### src/rtl/sf_push_arbiter.sv
// Round-robin arbiter in front of a single FIFO push port. Each grant is a
// burst of up to MaxBurst accepted pushes, stalled by fFULL.

module sf_push_lane #(
  parameter int Width = 32
) (
  input  logic             sel,
  input  logic             req,
  input  logic             full,
  input  logic [Width-1:0] d,
  output logic             ack,
  output logic [Width-1:0] q
);
  assign ack = sel & req & ~full;
  assign q   = sel ? d : '0;
endmodule

module sf_push_arbiter #(
  parameter int Width    = 32,
  parameter int NumReq   = 4,
  parameter int MaxBurst = 4,
  localparam int Iw = $clog2(NumReq),
  localparam int Cw = $clog2(MaxBurst + 1)
) (
  input  logic                    fCLK,
  input  logic                    fRSTn,
  input  logic                    en_i,
  input  logic [NumReq-1:0]       req_i,
  input  logic [NumReq*Width-1:0] data_i,
  output logic [NumReq-1:0]       ack_o,
  output logic [NumReq-1:0]       gnt_o,
  output logic                    busy_o,
  output logic                    fPUSH,
  output logic [Width-1:0]        fD,
  input  logic                    fFULL
);
  typedef enum logic {IDLE, BURST} state_t;

  state_t state, state_nxt;
  logic [Iw-1:0] owner, owner_nxt, last, last_nxt, win;
  logic [Cw-1:0] cnt, cnt_nxt;

  logic [NumReq-1:0][Width-1:0] lane_d, lane_q;
  logic [2*NumReq-1:0]          rot_w;
  logic [NumReq-1:0]            rot;

  assign lane_d = data_i;
  assign busy_o = (state == BURST);

  always_comb begin
    gnt_o = '0;
    if (state == BURST) gnt_o[owner] = 1'b1;
  end

  // Per-requester ack and data gating; only the owner lane is ever non-zero.
  for (genvar k = 0; k < NumReq; k++) begin : g_lane
    sf_push_lane #(.Width(Width)) u_lane (
      .sel  (gnt_o[k]),
      .req  (req_i[k]),
      .full (fFULL),
      .d    (lane_d[k]),
      .ack  (ack_o[k]),
      .q    (lane_q[k])
    );
  end

  assign fPUSH = |ack_o;

  always_comb begin
    fD = '0;
    for (int k = 0; k < NumReq; k++) fD = fD | lane_q[k];
  end

  // Rotate so bit j is requester (last+1+j) mod NumReq; lowest set bit wins.
  assign rot_w = {req_i, req_i} >> (32'(last) + 32'd1);
  assign rot   = rot_w[NumReq-1:0];

  always_comb begin
    win = '0;
    for (int j = NumReq - 1; j >= 0; j--)
      if (rot[j]) win = Iw'((int'(last) + 1 + j) % NumReq);
  end

  always_comb begin
    state_nxt = state;
    owner_nxt = owner;
    last_nxt  = last;
    cnt_nxt   = cnt;
    case (state)
      IDLE: begin
        if (en_i && |req_i) begin
          owner_nxt = win;
          cnt_nxt   = '0;
          state_nxt = BURST;
        end
      end
      BURST: begin
        if (!req_i[owner]) begin
          state_nxt = IDLE;
          last_nxt  = owner;
        end else if (fPUSH) begin
          cnt_nxt = cnt + Cw'(1);
          if (cnt == Cw'(MaxBurst - 1)) begin
            state_nxt = IDLE;
            last_nxt  = owner;
          end
        end
      end
      default: state_nxt = IDLE;
    endcase
  end

  always_ff @(posedge fCLK or negedge fRSTn) begin
    if (!fRSTn) begin
      state <= IDLE;
      owner <= '0;
      last  <= Iw'(NumReq - 1);
      cnt   <= '0;
    end else begin
      state <= state_nxt;
      owner <= owner_nxt;
      last  <= last_nxt;
      cnt   <= cnt_nxt;
    end
  end

  a_gnt_onehot: assert property (@(posedge fCLK) disable iff (!fRSTn) $onehot0(gnt_o));
  a_ack_subset: assert property (@(posedge fCLK) disable iff (!fRSTn) (ack_o & ~gnt_o) == '0);
  a_push_ack:   assert property (@(posedge fCLK) disable iff (!fRSTn) fPUSH == (|ack_o));

endmodule

### config.mk
export PLATFORM = sky130hd
export DESIGN_NAME = sf_push_arbiter
export DESIGN_NICKNAME = d
export VERILOG_FILES = /design/src/rtl/sf_push_arbiter.sv
export SDC_FILE = /design/constraint.sdc
export NUM_CORES = 1
export LEC_CHECK = 0
export ABC_AREA = 1
export BUFFER_PORTS_ARGS = -buffer_cell sky130_fd_sc_hd__buf_2
export CAP_MARGIN = 20
export CELL_PAD_IN_SITES_DETAIL_PLACEMENT = 1
export CELL_PAD_IN_SITES_GLOBAL_PLACEMENT = 1
export CORE_UTILIZATION = 17
export DETAILED_ROUTE_END_ITERATION = 10
export MAX_ROUTING_LAYER = met4
export PLACE_DENSITY = 0.76
export SLEW_MARGIN = 40
export SYNTH_ARGS = -nofsm -noshare
export SYNTH_HDL_FRONTEND = slang
export SYNTH_SLANG_ARGS = --single-unit
export TNS_END_PERCENT = 30
### constraint.sdc
create_clock -name fCLK -period 1.4 [get_ports fCLK]
set_input_delay 0.21 -clock fCLK [delete_from_list [all_inputs] [get_ports fCLK]]
set_output_delay 0.21 -clock fCLK [all_outputs]
set_load 0.005 [all_outputs]
==> results.yml <==
status:
  status: "finished, violations left"
  violations: "setup timing"
die:
  die_w_um: 95.7
  fp.coreArea_mm2: 0.00834
  dieArea_mm2: 0.00915
  die_h_um: 95.7
  start_util: 0.179
  row_count: 33
  ios: 178
synthesis:
  async_flop_share: 1.00
  syn_inst: 261
  seq_area_frac_synth: 0.136
  synth.most_common_cell: "nand2_1"
  synth_top_area_frac: 0.302
  avgSynthCellArea_um2: 5.71
  synthesis.nets: 399
  yosysTopAreaCell: "nand2_1"
  synthTopCellsByArea: "nand2_1 30%, nand3_1 12%, dfrtp_1 10%, a22oi_1 9.1%, nand4_1 5.5%"
  synth_area_mm2: 0.00149
  yosysUniqueCellTypes: 20
  synthTopCellsByCount: "120 x nand2_1, 36 x nand3_1, 18 x a22oi_1, 18 x inv_1, 13 x nand4_1"
  yosys_warnings: 0
  synth_edf_count: 0
  synthFlopType: "dfrtp_1"
  ys_seq_elements: 8
place:
  place.gp.congestion: 0.796
  place.detailed.hpwl_mm: 6.88
  portBuffers: 177
worst_setup_path:
  r2r-end: "last[0]"
  path_class: "flip-flop to output port"
  crit_start: "owner[0]"
  r2r_slack_ps: -30
  cp_slowest_cell: "dfrtp_2"
  cp.buffers_inverters: 4
  end_kind: "output port"
  rr_worst_depth: 6
  worstPathRequired_ps: 1190
  crit_chain: "inv_2 > nor3_4 > buf_4 > buf_16 > nand2_1 > nand3_1 > buf_2"
  critPathArrivalTime_ps: 1520
  start_kind: "flip-flop"
  crit_family: "buffers and inverters"
  crit_fanout: 11
  reg2reg_from: "owner[0]"
  slowest_delay_ps: 460
power:
  peakVddDrop_v: 0.000752
  cellLeakagePower_uw: 0.00168
  powerDensity_mw_per_mm2: 1620
cts:
  cts_buffers: 3
  clock_sinks: 8
  clk_latency_ps: 240
  h-tree-depth: 1
  clk_pin_slew_ps: 50
  cts_root_buf: "clkbuf_8"
  cts_tree: "yes"
  clock_path_buffers: 2
drt:
  dr_total_vias: 2581
  drtAntennaViolNets: 0
  route.final.wire_length_mm: 8.78
  detail_route.wl_per_cell_um: 15.5
  viasPerCell: 4.55
  first_pass_iters: 4
  drtIter0Drc: 52
  drc: 0
grt:
  use_met3: 0.0351
  grtUsageTotal: 0.172
  met2_usage: 0.330
  grt_pass1_vias: 2488
  grt_pass1_wl_mm: 11.8
  antenna_found_initial: 0
  grt-ovfl-total: 0
  grt_max_degree: 27
  met1_usage: 0.178
  top_usage_layer: "met2"
timing:
  slew_viol_final: 0
  slew_headroom: 0.806
  setup_viol: 45
  fmax_mhz: 577
  hold-worst-slack_ps: 337
  tns_ps: -11090
  final-hold-violation-count: 0
  rsz0062_at_grt: "true"
  timing.final.crit_share: 1.24
  min_period_ps: 1730
  clock_skew_ps: 12.4
  layout_setup_ws_ps: -332
  worst_pin_slew_ps: 288
finish:
  utilization: 0.368
  nNetsFinal: 600
  area_growth_pct: 106
  drive_gt1_frac: 0.594
flow_run:
  drv_cap: 0
min_path:
  hold_class: "input port to asynchronous set/reset pin"
## through the flow
| step | cell area, um^2 | std cells | power [uW] | setup slack [ps] |
|---|---|---|---|---|
| global route | 3060 | 566 | 5440 | -408 |
| floorplan | 1490 | 261 | 2210 | -7.03 |
| CTS | 2820 | 558 | 4540 | -340 |
| detailed placement | 2560 | 547 | 3720 | -216 |
| finish | 3070 | 567 | 4980 | -332 |
| global placement | 2560 | 547 | 3610 | -140 |
## how the worst max path moves through the flow
stage / end / slack (ps) / depth (start not counted)
2_1_floorplan: fD[1] / -7 / 6
3_3_place_gp: fD[4] / -140 / 7
3_5_place_dp: last[1] / -220 / 7
4_1_cts: fD[1] / -340 / 7
5_1_grt: fD[5] / -410 / 7
6_report: fD[21] / -330 / 7
## layout make-up
class,instances,area (um^2)
antenna,1,2.50
clock buffer,4,45.0
fill,1124,5280
inverter,20,92.6
multi-input combinational,212,1190
sequential,8,206
tap,105,131
timing repair buffer,217,1400
## metal layers
layer | routed length (um) | vias to the layer above
met5 | 0 | -
met4 | 87 | 0
met3 | 656 | 9
met2 | 4820 | 91
met1 | 3220 | 1216
li1 | - | 1265
## report_power, final
| part | total [uW] | switching, uW | internal, uW |
|---|---|---|---|
| Combinational | 4150 | 2060 | 2090 |
| Clock | 308 | 109 | 199 |
| Sequential | 520 | 164 | 356 |
## registers in the layout, indices dropped and copies added, names as in the netlist
register  count
last          2
owner         2
cnt           3
busy_o        1
## cell families (layout without fill, tap and decap cells)
family                   after synthesis  in the layout  share of synthesized area
AO/OA/AOI/OAI                         29             29                      0.148
flip-flops                             8              8                      0.136
buffers and inverters                 41            241                      0.168
adder cells (fa/ha/maj)                2              2                     0.0168
XOR/XNOR                               1              1                    0.00587
AND/OR/NAND/NOR                      180            180                      0.526
other                                  0              1                          0
## timing repair
item                                   4_1_cts  5_1_grt
hold buffers                                 1        0
pin swaps                                    3        6
setup endpoints to repair                   48       48
resized for setup                           43       32
setup buffers                                4        4
cloned                                       2        4
endpoints found under the hold margin        6        0
## cells in the final DEF, fill, tap and decap left out, types with 6 or more instances in the layout
cell     count
buf_2      174
nand2_1    102
nand3_1     32
buf_4       22
nand2_2     17
a22oi_2     15
inv_1       14
nand4_1     13
buf_6        8
a22oi_1      7
nor2_1       6
Power figures use the tool's default switching activity.
